### src/rtl/ex_mdu_if.sv
// ex_mdu_if: decode/HI-LO side handshake and result bus of the multiply/divide unit
interface ex_mdu_if #(parameter int DATA_W = 32);
    logic              start_i;
    logic [1:0]        op_i;
    logic [DATA_W-1:0] opa_i;
    logic [DATA_W-1:0] opb_i;
    logic              annul_i;
    logic              stallreq_o;
    logic              busy_o;
    logic              ready_o;
    logic              dz_o;
    logic [DATA_W-1:0] hi_o;
    logic [DATA_W-1:0] lo_o;
    modport master (
        output start_i, op_i, opa_i, opb_i, annul_i,
        input  stallreq_o, busy_o, ready_o, dz_o, hi_o, lo_o
    );
    modport slave (
        input  start_i, op_i, opa_i, opb_i, annul_i,
        output stallreq_o, busy_o, ready_o, dz_o, hi_o, lo_o
    );
endinterface

### src/rtl/ex_mdu.sv
// ex_mdu: iterative signed/unsigned multiply/divide unit; divider datapath present only when MDU_DIV_EN is defined
module ex_mdu #(
    parameter int DATA_W = 32
) (
    input logic    clk,
    input logic    rst,
    ex_mdu_if.slave mdu
);
    localparam int CW = $clog2(DATA_W);
    localparam logic [1:0] S_IDLE = 2'd0;
    localparam logic [1:0] S_MUL  = 2'd1;
    localparam logic [1:0] S_DIV  = 2'd2;
    localparam logic [1:0] S_DONE = 2'd3;

    logic [1:0]          state_q, state_d;
    logic [CW-1:0]       cnt_q, cnt_d;
    logic [DATA_W-1:0]   m_q, m_d;
    logic [2*DATA_W-1:0] acc_q, acc_d;
    logic                neg_lo_q, neg_lo_d;
    logic [DATA_W-1:0]   hi_q, hi_d, lo_q, lo_d;
    logic                dz_q, dz_d;
    logic [DATA_W-1:0]   sav_hi_q, sav_hi_d, sav_lo_q, sav_lo_d;
    logic                sav_dz_q, sav_dz_d;

    logic                op_signed, sa, sb, last;
    logic [DATA_W-1:0]   abs_a, abs_b;
    logic [DATA_W:0]     mul_sum;
    logic [2*DATA_W-1:0] mul_next, mul_res;

    assign op_signed = ~mdu.op_i[0];
    assign sa        = op_signed & mdu.opa_i[DATA_W-1];
    assign sb        = op_signed & mdu.opb_i[DATA_W-1];
    assign abs_a     = sa ? -mdu.opa_i : mdu.opa_i;
    assign abs_b     = sb ? -mdu.opb_i : mdu.opb_i;
    assign last      = cnt_q == CW'(DATA_W - 1);

    // Shift-add: low half holds the remaining multiplier bits, high half the partial sum
    assign mul_sum  = {1'b0, acc_q[2*DATA_W-1:DATA_W]} + {1'b0, {DATA_W{acc_q[0]}} & m_q};
    assign mul_next = {mul_sum, acc_q[DATA_W-1:1]};
    assign mul_res  = neg_lo_q ? -mul_next : mul_next;

`ifdef MDU_DIV_EN
    logic                neg_hi_q, neg_hi_d;
    logic [DATA_W:0]     div_sh, div_diff;
    logic [2*DATA_W-1:0] div_next;
    logic [DATA_W-1:0]   quo_res, rem_res;
    // Restoring step: high half is the partial remainder, low half shifts dividend out and quotient in
    assign div_sh   = acc_q[2*DATA_W-1:DATA_W-1];
    assign div_diff = div_sh - {1'b0, m_q};
    assign div_next = div_diff[DATA_W] ? {div_sh[DATA_W-1:0], acc_q[DATA_W-2:0], 1'b0}
                                       : {div_diff[DATA_W-1:0], acc_q[DATA_W-2:0], 1'b1};
    assign quo_res  = neg_lo_q ? -div_next[DATA_W-1:0] : div_next[DATA_W-1:0];
    assign rem_res  = neg_hi_q ? -div_next[2*DATA_W-1:DATA_W] : div_next[2*DATA_W-1:DATA_W];
`endif

    always_comb begin
        state_d  = state_q;
        cnt_d    = cnt_q;
        m_d      = m_q;
        acc_d    = acc_q;
        neg_lo_d = neg_lo_q;
        hi_d     = hi_q;
        lo_d     = lo_q;
        dz_d     = dz_q;
`ifdef MDU_DIV_EN
        neg_hi_d = neg_hi_q;
`endif
        sav_hi_d = state_q == S_DONE ? sav_hi_q : hi_q;
        sav_lo_d = state_q == S_DONE ? sav_lo_q : lo_q;
        sav_dz_d = state_q == S_DONE ? sav_dz_q : dz_q;
        case (state_q)
            S_IDLE: if (mdu.start_i && !mdu.annul_i) begin
                cnt_d    = '0;
                neg_lo_d = sa ^ sb;
                if (!mdu.op_i[1]) begin
                    state_d = S_MUL;
                    m_d     = abs_a;
                    acc_d   = {{DATA_W{1'b0}}, abs_b};
                end else begin
`ifdef MDU_DIV_EN
                    neg_hi_d = sa;
                    m_d      = abs_b;
                    acc_d    = {{DATA_W{1'b0}}, abs_a};
                    state_d  = mdu.opb_i == '0 ? S_DONE : S_DIV;
                    if (mdu.opb_i == '0) begin
                        hi_d = mdu.opa_i;
                        lo_d = '1;
                        dz_d = 1'b1;
                    end
`else
                    state_d = S_DONE;
                    hi_d    = '0;
                    lo_d    = '0;
                    dz_d    = 1'b0;
`endif
                end
            end
            S_MUL: begin
                acc_d = mul_next;
                cnt_d = cnt_q + 1'b1;
                if (last) begin
                    state_d      = S_DONE;
                    {hi_d, lo_d} = mul_res;
                    dz_d         = 1'b0;
                end
            end
`ifdef MDU_DIV_EN
            S_DIV: begin
                acc_d = div_next;
                cnt_d = cnt_q + 1'b1;
                if (last) begin
                    state_d = S_DONE;
                    hi_d    = rem_res;
                    lo_d    = quo_res;
                    dz_d    = 1'b0;
                end
            end
`endif
            default: state_d = S_IDLE;
        endcase
        // A flush drops the operation; results revert to what was visible before it
        if (mdu.annul_i && state_q != S_IDLE) begin
            state_d = S_IDLE;
            hi_d    = state_q == S_DONE ? sav_hi_q : hi_q;
            lo_d    = state_q == S_DONE ? sav_lo_q : lo_q;
            dz_d    = state_q == S_DONE ? sav_dz_q : dz_q;
        end
    end

    always_ff @(posedge clk) begin
        if (rst) begin
            state_q  <= S_IDLE;
            cnt_q    <= '0;
            m_q      <= '0;
            acc_q    <= '0;
            neg_lo_q <= 1'b0;
            hi_q     <= '0;
            lo_q     <= '0;
            dz_q     <= 1'b0;
            sav_hi_q <= '0;
            sav_lo_q <= '0;
            sav_dz_q <= 1'b0;
`ifdef MDU_DIV_EN
            neg_hi_q <= 1'b0;
`endif
        end else begin
            state_q  <= state_d;
            cnt_q    <= cnt_d;
            m_q      <= m_d;
            acc_q    <= acc_d;
            neg_lo_q <= neg_lo_d;
            hi_q     <= hi_d;
            lo_q     <= lo_d;
            dz_q     <= dz_d;
            sav_hi_q <= sav_hi_d;
            sav_lo_q <= sav_lo_d;
            sav_dz_q <= sav_dz_d;
`ifdef MDU_DIV_EN
            neg_hi_q <= neg_hi_d;
`endif
        end
    end

    assign mdu.stallreq_o = (state_q == S_IDLE && mdu.start_i && !mdu.annul_i)
                          || state_q == S_MUL || state_q == S_DIV;
    assign mdu.busy_o     = state_q != S_IDLE;
    assign mdu.ready_o    = state_q == S_DONE && !mdu.annul_i;
    assign mdu.dz_o       = dz_q;
    assign mdu.hi_o       = hi_q;
    assign mdu.lo_o       = lo_q;
endmodule
### src/flat_wrapper.sv
// flat-port wrapper written by rule: the top's interface ports become plain ports
module ex_mdu_flat 
#(
    parameter int DATA_W = 32
)
  (clk, rst, mdu_start_i, mdu_op_i, mdu_opa_i, mdu_opb_i, mdu_annul_i, mdu_stallreq_o, mdu_busy_o, mdu_ready_o, mdu_dz_o, mdu_hi_o, mdu_lo_o);
  ex_mdu_if #(.DATA_W(DATA_W)) mdu_i ();
  input logic clk;
  input logic rst;
  input wire logic [$bits(mdu_i.start_i)-1:0] mdu_start_i;
  input wire logic [$bits(mdu_i.op_i)-1:0] mdu_op_i;
  input wire logic [$bits(mdu_i.opa_i)-1:0] mdu_opa_i;
  input wire logic [$bits(mdu_i.opb_i)-1:0] mdu_opb_i;
  input wire logic [$bits(mdu_i.annul_i)-1:0] mdu_annul_i;
  output wire logic [$bits(mdu_i.stallreq_o)-1:0] mdu_stallreq_o;
  output wire logic [$bits(mdu_i.busy_o)-1:0] mdu_busy_o;
  output wire logic [$bits(mdu_i.ready_o)-1:0] mdu_ready_o;
  output wire logic [$bits(mdu_i.dz_o)-1:0] mdu_dz_o;
  output wire logic [$bits(mdu_i.hi_o)-1:0] mdu_hi_o;
  output wire logic [$bits(mdu_i.lo_o)-1:0] mdu_lo_o;
  assign mdu_i.start_i = mdu_start_i;
  assign mdu_i.op_i = mdu_op_i;
  assign mdu_i.opa_i = mdu_opa_i;
  assign mdu_i.opb_i = mdu_opb_i;
  assign mdu_i.annul_i = mdu_annul_i;
  assign mdu_stallreq_o = mdu_i.stallreq_o;
  assign mdu_busy_o = mdu_i.busy_o;
  assign mdu_ready_o = mdu_i.ready_o;
  assign mdu_dz_o = mdu_i.dz_o;
  assign mdu_hi_o = mdu_i.hi_o;
  assign mdu_lo_o = mdu_i.lo_o;
  ex_mdu #(.DATA_W(DATA_W)) u_core (.clk(clk), .rst(rst), .mdu(mdu_i));
endmodule
### config.mk
export PLATFORM = sky130hd
export DESIGN_NAME = ex_mdu_flat
export DESIGN_NICKNAME = d
export VERILOG_FILES = /design/src/rtl/ex_mdu_if.sv /design/src/rtl/ex_mdu.sv /design/src/flat_wrapper.sv
export SDC_FILE = /design/constraint.sdc
export NUM_CORES = 1
export LEC_CHECK = 0
export BUFFER_PORTS_ARGS = -buffer_cell sky130_fd_sc_hd__buf_2
export CORE_MARGIN = 2
export CORE_UTILIZATION = 35
export DETAILED_ROUTE_END_ITERATION = 7
export PLACE_DENSITY = 0.64
export SKIP_LAST_GASP = 1
export SLEW_MARGIN = 10
export SYNTH_ARGS = -nofsm -noshare
export SYNTH_HDL_FRONTEND = slang
export SYNTH_SLANG_ARGS = --single-unit
### constraint.sdc
create_clock -name clk -period 4.95 [get_ports clk]
set_input_delay 0.2475 -clock clk [delete_from_list [all_inputs] [get_ports clk]]
set_output_delay 0.2475 -clock clk [all_outputs]
set_load 0.02 [all_outputs]
==> results of run 1 <==
==> what timing repair did <==
item | 4_1_cts | 5_1_grt
setup endpoints to repair | 0 | 9
hold endpoints to repair | 2 | 0
hold buffers | 2 | 0
resized for setup | 0 | 4
==> how the worst max path moves through the flow <==
stage | start | endpoint | cells after the start
2_1_floorplan | u_core.acc_q[0] | u_core.mdu.hi_o[26] | 15
4_1_cts | u_core.acc_q[0] | u_core.mdu.hi_o[27] | 14
6_report | u_core.acc_q[0] | u_core.mdu.hi_o[27] | 14
3_5_place_dp | u_core.acc_q[0] | u_core.mdu.hi_o[27] | 14
3_3_place_gp | u_core.acc_q[0] | u_core.mdu.hi_o[26] | 14
5_1_grt | u_core.acc_q[0] | u_core.mdu.hi_o[27] | 14
==> through the flow <==
step | util (%) | instance area, sq um | power [mW] | setup WS (ns) | instances
after floorplan | - | 13900 | 2.43 | 0.720 | 1855
after global placement | 38.7 | 15100 | 2.63 | 0.300 | 2416
after detailed placement | 38.7 | 15100 | 2.64 | 0.211 | 2416
after CTS | 40.9 | 15900 | 4.57 | 0.161 | 2462
after global routing | 41.0 | 15900 | 4.71 | 0.116 | 2462
final | 41.0 | 15900 | 4.53 | 0.383 | 2462
==> routing by layer <==
| metal | up-vias | GRT usage (%) |
|---|---|---|
| met5 | - | 0 |
| met4 | 4 | 5.53 |
| met3 | 66 | 3.87 |
| met2 | 468 | 31.4 |
| met1 | 6488 | 32.2 |
| li1 | 6794 | - |
==> sequential cells by signal, indices dropped and copies added (netlist names) <==
signal,count
u_core.mdu.dz_o,1
u_core.sav_hi_q,32
u_core.sav_lo_q,32
u_core.neg_lo_q,1
u_core.m_q,32
u_core.cnt_q,5
u_core.mdu.lo_o,32
u_core.mdu.hi_o,32
u_core.acc_q,64
u_core.state_q,2
u_core.sav_dz_q,1
==> power by group through the flow <==
stage	Clock, mW	Sequential, mW	Combinational [mW]
2_1_floorplan	0	2.01	0.414
3_3_place_gp	0	2.03	0.605
3_5_place_dp	0	2.03	0.611
4_1_cts	1.96	1.99	0.614
5_1_grt	2.03	2.00	0.679
6_report	1.92	1.99	0.616
==> worst max-delay path, delay by kind of cell (launching register included) <==
kind                       cells  cell delay, ns
and+or+nand+nor                3            1.11
muxes                          1            0.25
buffers and inverters          1            0.16
adders and majority gates      2            0.61
DFF                            1            0.43
AOI/OAI and AO/OA              7            1.81
==> cell usage in the layout, fill, tap and decap left out, types with 16 or more instances in the layout <==
cell type / n
a211oi_1: 53
a21o_1: 16
a21oi_1: 227
a22oi_1: 49
and2_1: 40
buf_2: 136
buf_4: 37
clkbuf_16: 27
dfxtp_1: 232
ha_1: 37
inv_1: 16
mux2i_1: 17
nand2_1: 224
nand3_1: 48
nor2_1: 262
nor3_1: 28
nor4_1: 16
o21ai_0: 61
o31ai_1: 35
or3_1: 26
xnor2_1: 81
xor2_1: 43
==> layout make-up <==
| class | instances | area [sq um] |
|---|---|---|
| inverters | 16 | 60.1 |
| clock inverters | 10 | 88.8 |
| repair buffers | 176 | 990 |
| well taps | 518 | 648 |
| fillers | 4034 | 23000 |
| clock buffers | 34 | 742 |
| multi-input cells | 1474 | 8730 |
| flip-flops and latches | 234 | 4690 |
==> cells by family after synthesis <==
| group | synth area share, % |
|---|---|
| muxes | 1.31 |
| xor gates and xnor gates | 7.82 |
| buffers and inverters | 3.99 |
| adders and majority gates | 3.48 |
| DFF | 33.7 |
| AOI/OAI and AO/OA | 25.4 |
| and+or+nand+nor | 24.3 |
==> summary.md, run 1 <==
| Metric | Value |
|---|---|
| Most common cell in the netlist | nor2_1 |
| Share of cells above drive strength 1 | about 13% |
| Vias per cell | between 5 and 6 |
| Synthesis-stage register bit count | between 200 and 250 |
| Mapped cell area | 13900 sq um |
| Synth area leader | dfxtp_1 |
| CP arrival | 4.95 ns |
| Lkg Pwr | 6.01 nW |
| Total grt overflow | 0 |
| Final period utilization | between 90% and 100% |
| Synth cell count leaders | nor2_1 (265), dfxtp_1 (234), a21oi_1 (227), nand2_1 (225), clkbuf_1 (113) |
| DRC | 0 |
| Die extent in y | slightly above 200 um |
| Vias in the first global route | around 13000 |
| CTS tree | built |
| Power share of the clock group | a little over two fifths |
| Cell Pwr Density | 284 nW/um^2 |
| Routability cong. | about 0.98 |
| Internal power | between 3 and 4 mW |
| Hold worst-path end | u_core.m_q[9] |
| Vias | 13820 |
| Core ar. | just under 40000 sq um |
| Max Slew Vio Count | 0 |
| Die width | about 200 um |
| Setup slack, reg-to-reg | roughly 0.38 ns |
| Endpoints failing setup | 0 |
| Starting Density | about 36% |
| Maximum clock insertion buffer count | 3 |
| Worst setup SP type | register |
| Max_cap viols | 0 |
| Worst setup path category | reg2reg |
| Outcome | finished clean |
| Crit-path slowest cell | or3_1 |
| Hold-critical path depth | 3 |
| Site row count | about 70 |
| Slew HR | between 20% and 30% |
| Largest net degree at the start of global routing | between 90 and 100 |
| Clock Pin Slew Worst Setup and Hold Paths | approximately 0.06 ns |
| Boundary Pins | about 140 |
| Synth Flop Type | dfxtp_1 |
| Post-Route WL | between 40000 and 50000 um |
| Post-synth EDFFs | 0 |
| WL/cell | 18.4 um |
| Top cell by count, worst path | or3_1 |
| Initial antenna violation count | 3 |
| Worst R2R Path Depth | 14 |
| Fmax | 219 MHz |
| Met3 wire length | around 3400 um |
| Routed wl met2 | around 19000 um |
| Peak VDD IR | between 0.0002 and 0.00025 V |
| Synth Instances | ~1900 |
| Syn_area_per_cell | around 7.5 sq um |
| Layout Skew | approximately 0.025 ns |
| Final hold viol count | 0 |
| Gate power share | ~14% |
| Ranking of synthesized cells by area | dfxtp_1 (34%), a21oi_1 (8.2%), nor2_1 (7.2%) |
| Later-pin clock latency in the skew report | 0.55 ns |
| IO buf count | between 100 and 150 |
| CTS sink cnt | roughly 230 |
| Detailed Route Iter0 Violations | about 1300 |
| Total negative slack | 0 ns |
| Worst reg2reg startpoint | u_core.acc_q[0] |
| H-tree levels | 1 |
| Area delta synth->final | 14.8% |
| Crit end category | register |
| First-pass GRT wire length | 72200 um |
| Router iterations before antenna repair | 5 |
| NetSw | ~1.3 mW |
| Synth top area share | 33.7% |
| Ant. Diodes | 0 |
| Die area | 41300 sq um |
| Worst path required time | 5.33 ns |
| Sequential area share after synthesis | between 30% and 40% |
| Crit-path cells | and2_1, ha_1, fa_1, a21o_1, a221o_1, buf_4, a2111o_1, o211ai_1, o221ai_1, or3_1, or3_1, o31ai_1, mux2i_1, a21oi_1 |
| Met1 WL | approximately 22000 um |
| Hold_ws | 0.0202 ns |
| Root buf cell | clkbuf_16 |
| Sw Share | between 20 and 30% |
| RR Endpoint | u_core.mdu.hi_o[27] |
| DRT antenna net count | 0 |
| Mapped Nets | a little under 2000 |
| Placed wire-length estimate | 33100 um |
| Post-CTS setup buffers | 0 |
| Min Tclk post-route | between 4 and 5 ns |
| Netlist cell types | slightly above 70 |
| Top layer reached by signal wires | met5 |
| RSZ-0062 raised after global routing | no |
| Worst min path class | in2reg |
| HP Start | mdu_opa_i[9] |
| Flop pwr share | ~44% |
| YS warnings | 0 |
| Total track usage | 21.5% |
| Worst Tran Pin Value | about 1.2 ns |
| Num CTS Buffers | 27 |
| FFs w/ async S/R, synth | 0% |
| Largest stage delay on the critical path | approximately 0.50 ns |
| Fin nets | around 2000 |
| CP max FO | 28 |
Power figures use the tool's default switching activity.
==> run 2, diff against run 1 <==
--- a/config.mk
+++ b/config.mk
@@ -10,6 +10,7 @@
 export CORE_UTILIZATION = 35
 export DETAILED_ROUTE_END_ITERATION = 7
 export PLACE_DENSITY = 0.64
+export RECOVER_POWER = 50
 export SKIP_LAST_GASP = 1
 export SLEW_MARGIN = 10
 export SYNTH_ARGS = -nofsm -noshare
==> summary.md, run 2 (synthesized netlist as in run 1, its figures left out) <==
| Metric | Value |
|---|---|
| Post-Place Cells | 2416 (unchanged) |
| Final hold viol count | 0 (unchanged) |
| Commonest non-fill, non-tap cells in the layout | nor2_1 (262), dfxtp_1 (232), a21oi_1 (227) |
| Area delta synth->final | 14.0% |
| Endpoints failing setup | 0 (unchanged) |
| Post-Route WL | 45300 um (+0.11%) |
| Worst R2R Path Depth | 14 (unchanged) |
| DRC | 0 (unchanged) |
| Final Instance Count excl. Fillers | 2462 (unchanged) |
| Core ar. | 38900 sq um (unchanged) |
| Total negative slack | 0 ns (unchanged) |
| Detailed Route Iter0 Violations | 1290 (-3.9%) |
| Fmax | 217 MHz (-1.0%) |
| CP arrival | 5.00 ns (+0.05 ns) |
| Final period utilization | 93.2% (+0.93 points) |
| Total track usage | 21.5% (unchanged) |
| Hold_ws | 0.0193 ns (-0.000848 ns) |
| Site row count | 72 (unchanged) |
| Maximum clock insertion buffer count | 3 (unchanged) |
| Ant. Diodes | 0 (unchanged) |
| Lkg Pwr | 5.71 nW (-5.0%) |
| Clock Pin Slew Worst Setup and Hold Paths | 0.06 ns (about the same) |
| Starting Density | 35.7% (unchanged) |
| Worst path required time | 5.33 ns (about the same) |
| Cell Pwr Density | 286 nW/um^2 (+0.69%) |
| CTS sink cnt | 234 (unchanged) |
| Commonest non-fill, non-tap cell in the layout | nor2_1 |
| CTS tree | built |
| Failing checks | max-capacitance violations, max-slew violations |
| First-pass GRT wire length | 72200 um (unchanged) |
| Root buf cell | clkbuf_16 |
| Vias in the first global route | 12770 (unchanged) |
| Max reg flops | 64 (unchanged) |
| Total power | 4.53 mW (about the same) |
| RSZ-0062 raised after global routing | no |
| Pre-CTS setup slack | 0.211 ns (unchanged) |
| Crit end category | register |
| Outcome | finished with violations |
| Worst Tran Pin Value | 3.21 ns (+2.03 ns) |
| Largest net degree at the start of global routing | 98 (unchanged) |
| Vias per cell | 5.62 (+0.14%) |
| Boundary Pins | 138 (unchanged) |
| H-tree levels | 1 (unchanged) |
| Post-CTS setup buffers | 0 (unchanged) |
| Post-route setup slack | 0.337 ns (-0.0463 ns) |
| Worst min path class | in2reg |
| Router iterations before antenna repair | 6 (+1) |
| Max_cap viols | 4 (+4) |
| Register with the most flip-flops | u_core.acc_q |
| Placed wire-length estimate | 33100 um (unchanged) |
| WL/cell | 18.4 um (+0.11%) |
| Die extent in y | 203 um (unchanged) |
| Initial antenna violation count | 3 (unchanged) |
| Worst setup SP type | register |
| Routability cong. | 0.985 (unchanged) |
| Later-pin clock latency in the skew report | 0.56 ns (about the same) |
| CP max FO | 28 (unchanged) |
| Die width | 203 um (unchanged) |
| Peak VDD IR | 0.000228 V (+0.38%) |
| Share of cells above drive strength 1 | 8.90% (-3.7 points) |
| Num CTS Buffers | 27 (unchanged) |
| Total grt overflow | 0 (unchanged) |
| IO buf count | 137 (unchanged) |
| Hold-critical path depth | 3 (unchanged) |
| Vias | 13839 (+0.14%) |
| Slew HR | -114% (-140 points) |
| Min Tclk post-route | 4.61 ns (+0.0463 ns) |
| Die area | 41300 sq um (unchanged) |
| DRT antenna net count | 0 (unchanged) |
| Max Slew Vio Count | 270 (+270) |
| Fin nets | 2037 (unchanged) |
| Layout Skew | 0.0265 ns (+0.00186 ns) |
| Worst setup path category | reg2reg |
==> run 2: report_power, final <==
part	leakage [nW]	switching, mW	internal [mW]
clock	0.412	0.819	1.10
sequential	1.89	0.0593	1.93
combinational	3.41	0.404	0.210
==> run 2: final timing paths <==
kind | from | endpoint | slack (ns)
min | mdu_opa_i[9] | u_core.m_q[9] | 0.02
min reg2reg | u_core.sav_lo_q[13] | u_core.sav_lo_q[13] | 0.45
max reg2reg | u_core.acc_q[0] | u_core.mdu.hi_o[27] | 0.34
max | u_core.acc_q[0] | u_core.mdu.hi_o[27] | 0.34
==> run 2: what timing repair did <==
action,CTS,global route
hold buffers,2,0
endpoints found under the setup margin,0,9
endpoints found under the hold margin,2,0
resized for setup,0,4
==> run 2: layer usage <==
layer	share of wire, %	global-route usage [%]	up-vias	wire length (um)
met1	49	32.2	6519	22400
met3	7.1	3.87	72	3210
li1	-	-	6793	-
met4	2.5	5.53	4	1120
met2	41	31.4	451	18600
met5	0.057	0	-	26
==> run 2: critical path, stage by stage, from the launching register on <==
cell      delay, ns
dfxtp_2        0.43
and2_1         0.21
ha_1           0.20
fa_1           0.41
a21o_1         0.21
a221o_1        0.36
buf_4          0.16
a2111o_1       0.42
o211ai_1       0.17
o221ai_1       0.25
or3_1          0.51
or3_1          0.40
o31ai_1        0.34
mux2i_1        0.25
a21oi_1        0.09
==> run 2: stage by stage <==
| stage | cell area (sq um) | utilization (%) |
|---|---|---|
| final | 15800 | 40.7 |
| after detailed placement | 15100 | 38.7 |
| after CTS | 15900 | 40.9 |
| after global placement | 15100 | 38.7 |
| after global routing | 15800 | 40.7 |
| after floorplan | 13900 | - |
==> run 2: final cells by class <==
class / count / area (sq um)
Inverter: 16 / 60.1
Multi-Input combinational cell: 1474 / 8710
Tap cell: 518 / 648
Timing Repair Buffer: 176 / 897
Clock inverter: 10 / 88.8
Fill cell: 4057 / 23100
Clock buffer: 34 / 742
Sequential cell: 234 / 4690
